## src/rtl/traffic_pkg.sv

```systemverilog
// Shared definitions for the intersection blocks: light codes, walk FSM
// encoding and default timing constants.
package traffic_pkg;

    typedef enum logic [1:0] {
        NAN   = 2'd0,
        GREEN = 2'd1,
        YEL   = 2'd2,
        RED   = 2'd3
    } light_t;

    typedef enum logic [1:0] {
        IDLE    = 2'd0,
        PENDING = 2'd1,
        SERVING = 2'd2,
        LOCKOUT = 2'd3
    } walk_state_t;

    localparam int DEB_CYCLES_DEF    = 16;
    localparam int LOCKOUT_TICKS_DEF = 3;

endpackage

```

## src/rtl/sync_debounce.sv

```systemverilog
// Two-flop synchroniser followed by a counting debouncer; rise pulses on the
// same edge the debounced level goes high.
module sync_debounce #(
    parameter int DEB_CYCLES = 16
) (
    input  logic clk,
    input  logic reset,
    input  logic raw,
    output logic level,
    output logic rise
);

    localparam int CW = $clog2(DEB_CYCLES) + 1;

    logic [1:0]    sync_pipe;
    logic [CW-1:0] cnt;
    logic          mismatch;
    logic          flip;

    assign mismatch = sync_pipe[1] ^ level;
    assign flip     = mismatch && (cnt == CW'(DEB_CYCLES - 1));

    always_ff @(posedge clk or posedge reset) begin
        if (reset) begin
            sync_pipe <= '0;
            cnt       <= '0;
            level     <= 1'b0;
            rise      <= 1'b0;
        end else begin
            sync_pipe <= {sync_pipe[0], raw};
            // any agreeing sample restarts the count, so glitches never accumulate
            if (!mismatch || flip)
                cnt <= '0;
            else
                cnt <= cnt + 1'b1;
            if (flip)
                level <= ~level;
            rise <= flip & ~level;
        end
    end

endmodule

```

## src/rtl/ped_request_conditioner.sv

```systemverilog
// Debounces the walk button and vehicle sensor and latches walk requests until
// served, followed by a tick-paced lockout. PRESS_COUNT_EN adds a press counter.
module ped_request_conditioner
    import traffic_pkg::*;
#(
    parameter int DEB_CYCLES    = DEB_CYCLES_DEF,
    parameter int LOCKOUT_TICKS = LOCKOUT_TICKS_DEF
) (
    input  logic       clk,
    input  logic       reset,
    input  logic       tick,
    input  logic       walk_btn,
    input  logic       sensor_raw,
    input  logic       walk_ack,
    output logic       walk_req,
    output logic       sensor_db,
    output logic       sensor_rise,
    output logic [3:0] press_count
);

    localparam int NUM_IN = 2;
    localparam int LW     = $clog2(LOCKOUT_TICKS + 1);

    logic [NUM_IN-1:0] raw_vec;
    logic [NUM_IN-1:0] level_vec;
    logic [NUM_IN-1:0] rise_vec;

    assign raw_vec = {sensor_raw, walk_btn};

    for (genvar i = 0; i < NUM_IN; i++) begin : g_in
        sync_debounce #(.DEB_CYCLES(DEB_CYCLES)) u_db (
            .clk   (clk),
            .reset (reset),
            .raw   (raw_vec[i]),
            .level (level_vec[i]),
            .rise  (rise_vec[i])
        );
    end

    assign sensor_db   = level_vec[1];
    assign sensor_rise = rise_vec[1];

    walk_state_t   state, state_n;
    logic [LW-1:0] lock_cnt, lock_n;
    logic          ack_q;
    logic          ack_rise;
    logic          walk_press;

    // rise is only ever seen while the level is high; the AND keeps both tied together
    assign walk_press = rise_vec[0] & level_vec[0];
    assign ack_rise   = walk_ack & ~ack_q;

    always_ff @(posedge clk or posedge reset) begin
        if (reset) begin
            state    <= IDLE;
            lock_cnt <= '0;
            ack_q    <= 1'b0;
            walk_req <= 1'b0;
        end else begin
            state    <= state_n;
            lock_cnt <= lock_n;
            ack_q    <= walk_ack;
            walk_req <= (state_n == PENDING);
        end
    end

    always_comb begin
        state_n = state;
        lock_n  = lock_cnt;
        case (state)
            IDLE:    if (walk_press) state_n = PENDING;
            PENDING: if (ack_rise) state_n = SERVING;
            SERVING: begin
                if (!walk_ack) begin
                    state_n = LOCKOUT;
                    lock_n  = LW'(LOCKOUT_TICKS);
                end
            end
            LOCKOUT: begin
                if (lock_cnt == '0)
                    state_n = IDLE;
                else if (tick)
                    lock_n = lock_cnt - 1'b1;
            end
            default: state_n = IDLE;
        endcase
    end

`ifdef PRESS_COUNT_EN
    logic [3:0] press_cnt, press_n;

    always_comb begin
        press_n = press_cnt;
        if (state == PENDING && ack_rise)
            press_n = '0;
        else if (walk_press && (state == IDLE || state == PENDING) && press_cnt != 4'hF)
            press_n = press_cnt + 1'b1;
    end

    always_ff @(posedge clk or posedge reset) begin
        if (reset)
            press_cnt <= '0;
        else
            press_cnt <= press_n;
    end

    assign press_count = press_cnt;
`else
    assign press_count = 4'd0;
`endif

endmodule

```

## config.mk

```make
export PLATFORM = sky130hd
export DESIGN_NAME = ped_request_conditioner
export DESIGN_NICKNAME = d
export VERILOG_FILES = /design/src/rtl/traffic_pkg.sv /design/src/rtl/sync_debounce.sv /design/src/rtl/ped_request_conditioner.sv
export SDC_FILE = /design/constraint.sdc
export NUM_CORES = 1
export LEC_CHECK = 0
export CAP_MARGIN = 0
export CELL_PAD_IN_SITES_DETAIL_PLACEMENT = 1
export CELL_PAD_IN_SITES_GLOBAL_PLACEMENT = 1
export CORE_MARGIN = 4
export CORE_UTILIZATION = 35
export CTS_CLUSTER_DIAMETER = 50
export CTS_CLUSTER_SIZE = 10
export DETAILED_ROUTE_END_ITERATION = 7
export HOLD_SLACK_MARGIN = 0.15
export PLACE_DENSITY = 0.69
export SYNTH_ARGS = -nofsm -noshare
export SYNTH_HDL_FRONTEND = slang
export SYNTH_SLANG_ARGS = --single-unit
export TNS_END_PERCENT = 5
```

## constraint.sdc

```tcl
create_clock -name clk -period 2.6 [get_ports clk]
set_input_delay 0.65 -clock clk [delete_from_list [all_inputs] [get_ports clk]]
set_output_delay 0.65 -clock clk [all_outputs]
set_load 0.01 [all_outputs]
```

==> key figures <==
Global routing
  • First-pass GRT wire length: 2640 um
  • Pin count of the biggest net entering global routing: 25
  • Initial antenna violation count: 0
  • Grt ovf: 0
  • Vias in the first global route: 649
  • Tot GR Track Use: 9.50%

Yosys
  • Synthesized area: 1010 sq um
  • Seq/Total Area, Yosys: 59.5%
  • #FFs+latches synth: 24
  • YS warnings: 0
  • Library cells used by synthesis: 22
  • Syn_area_per_cell: 11.7 sq um
  • Post-Syn Instances: 86

Setup path
  • Crit-path max cell delay: 550 ps
  • CP startpoint kind: flop
  • Buf/Inv on CP: 1
  • Kind of critical path: flop to output port
  • Delay-heaviest family, CP: buffers and inverters
  • CP max-delay cell: clkdlybuf4s50_1
  • Crit path DAT: 1270 ps
  • Crit path max fanout: 4
  • Crit-path cells: clkdlybuf4s50_1
  • WP data required: 1950 ps
  • Cell depth of the worst setup path: 1
  • Cells on worst reg2reg path: 5
  • Setup crit end kind: output port

Die
  • FP Rows: 19
  • Die W: 61.7 um
  • IO Pins: 13
  • Die Ht: 61.7 um
  • Initial Util: 36.6%
  • Total die area: 3810 sq um
  • Core ar.: 2760 sq um

Routing
  • Met3 WL: 60 um
  • TritonRoute pass-1 iters: 4
  • Via Count: 597
  • Avg WL per Cell: 11.7 um
  • First DRT Iteration DRCs: 5
  • Met1 wire length: 689 um
  • Routed wl met2: 746 um
  • ANT nets after route: 0
  • DR vias/cell: 4.63
  • DR DRC count: 0
  • Top sig layer: met4
  • DRT Wirelength: 1510 um

Worst hold path
  • Hold Crit Depth: 0
  • HP Class: flop to flop

Placed design
  • Placed Cells: 125
  • Final HPWL DP: 1190 um
  • Post-Place Setup Slack: 760 ps
  • RePlAce Congestion: 0.689
  • PortBufs: 8

Clock tree
  • Clock latency on the worst-skew pair: 310 ps
  • CTS sink cnt: 24
  • Root buffer cell: clkbuf_4
  • Post-CTS resize count: 0
  • Reg clk slew, reported paths: 130 ps
  • Hold Buf Count CTS: 0
  • # Post-CTS Setup Buffers: 0
  • Clock Path Buffers: 2
  • CTS buffer count: 3
  • CTS tree: done
  • Max H-tree Level: 1

Cells and area
  • Net count, final: 110
  • Share of post-route cells with drive strength above 1: 8.16%
  • Fin cells: 129
  • Syn-to-layout area delta: 14.3%
  • N_diodes: 0
  • Post-Route Utilization: 41.8%

STA
  • Fin Setup TNS: 0 ps
  • Final worst path period share: 73.8%
  • Tmin final: 1920 ps
  • Final Skew: 5.86 ps
  • Final setup margin: 681 ps
  • Pins Over Slew Limit: 0
  • RSZ-0062 raised after global routing: false
  • Max Fclk: 0.521 GHz
  • Final setup violation count: 0
  • Worst hold slack: 367 ps
  • Fin. Hold Viols: 0

Power and ir drop
  • Peak supply drop: 0.427 mV
  • Leakage power: 0.000579 uW
  • Pwr Density: 725 nW/um^2

Run
  • Number of max-cap violations: 0

Outcome
  • Status: finished clean
==> synthesized netlist by cell type <==
cell type  number  area share [%]
mux4_2          1             2.2
and3_1          2             1.2
dfrtp_1        24              59
conb_1          1            0.37
nand2b_1        2             1.2
inv_1          10             3.7
nor2b_1         2             1.2
xnor2_1         2             1.7
o21ai_0         1            0.50
and3b_1         1            0.87
ha_1            5             6.2
mux2_2          2             2.2
nand2_1         4             1.5
mux2i_1         2             2.0
buf_4           4             3.0
nand3_1         2            0.99
a31oi_1         1            0.62
xor2_1          4             3.5
a2bb2oi_1       2             1.7
nor2_1         12             4.5
a21oi_1         1            0.50
a21boi_0        1            0.74
==> power breakdown <==
part,internal (uW),total (uW),switching (uW)
registers,419,463,44.8
clock network,85.4,193,108
logic,98.8,181,81.8
total,603,837,234
==> logic make-up after synthesis <==
family                     synth area share [%]
xor gates and xnor gates                   5.20
muxes                                      6.44
other                                     0.371
and+or+nand+nor                            11.5
adders and majority gates                  6.20
buffers and inverters                      6.69
DFF                                        59.5
AOI/OAI and AO/OA                          4.09
==> flip-flops by register name (all words and copies together) (netlist names) <==
register             flops
ack_q                    1
walk_req                 1
g_in.u_db.cnt           10
g_in.u_db.level          2
lock_cnt                 2
state                    2
g_in.u_db.rise           2
g_in.u_db.sync_pipe      4
==> placed cells by master (no fill, tap or decap), types with 2 or more instances in the layout <==
master,synthesis,routed
dfrtp_1,24,24
nor2_1,12,12
inv_1,10,10
clkdlybuf4s50_1,0,8
ha_1,5,5
nand2_1,4,4
xor2_1,4,4
conb_1,1,4
clkbuf_4,0,3
nor2b_1,2,2
mux2i_1,2,2
a2bb2oi_1,2,2
nand2b_1,2,2
nand3_1,2,2
xnor2_1,2,2
and3_1,2,2
mux2_2,2,2
==> area by class of cell <==
type | instances | area, sq um
fill | 301 | 1600
sequential | 24 | 601
multi-input combinational | 51 | 353
timing repair buffer | 9 | 87.6
tap | 31 | 38.8
inverter | 10 | 37.5
clock buffer | 4 | 36.3
==> stage by stage <==
stage / total power [uW] / instance area, sq um
after floorplan: 600 / 1020
after detailed placement: 658 / 1120
final: 837 / 1150
after global placement: 642 / 1120
after global routing: 898 / 1150
after CTS: 853 / 1150
==> worst reg2reg max path: stages, from the launching register on <==
cell	delay, ps
dfrtp_1	420
ha_1	230
and3_1	190
ha_1	200
nand2b_1	230
nor2_1	130
==> worst paths after layout <==
path / from / to / slack [ps]
max: g_in[1].u_db.level$_DFFE_PP0P_ / sensor_db / 680
min: g_in[0].u_db.sync_pipe[0]$_DFF_PP0_ / g_in[0].u_db.sync_pipe[1]$_DFF_PP0_ / 370
max reg2reg: g_in[1].u_db.cnt[0]$_DFF_PP0_ / g_in[1].u_db.cnt[3]$_DFF_PP0_ / 1140
min reg2reg: g_in[0].u_db.sync_pipe[0]$_DFF_PP0_ / g_in[0].u_db.sync_pipe[1]$_DFF_PP0_ / 370
max in group asynchronous: reset / g_in[1].u_db.level$_DFFE_PP0P_ / 1680
min in group asynchronous: reset / g_in[0].u_db.cnt[0]$_DFF_PP0_ / 690
==> routing by layer <==
layer  GRT usage (%)  vias to the layer above
met1            11.0                      297
met4            3.64                        0
li1                -                      290
met2            17.2                        8
met3            1.86                        2
met5               0                        -
(Power assumes the default switching activity.)
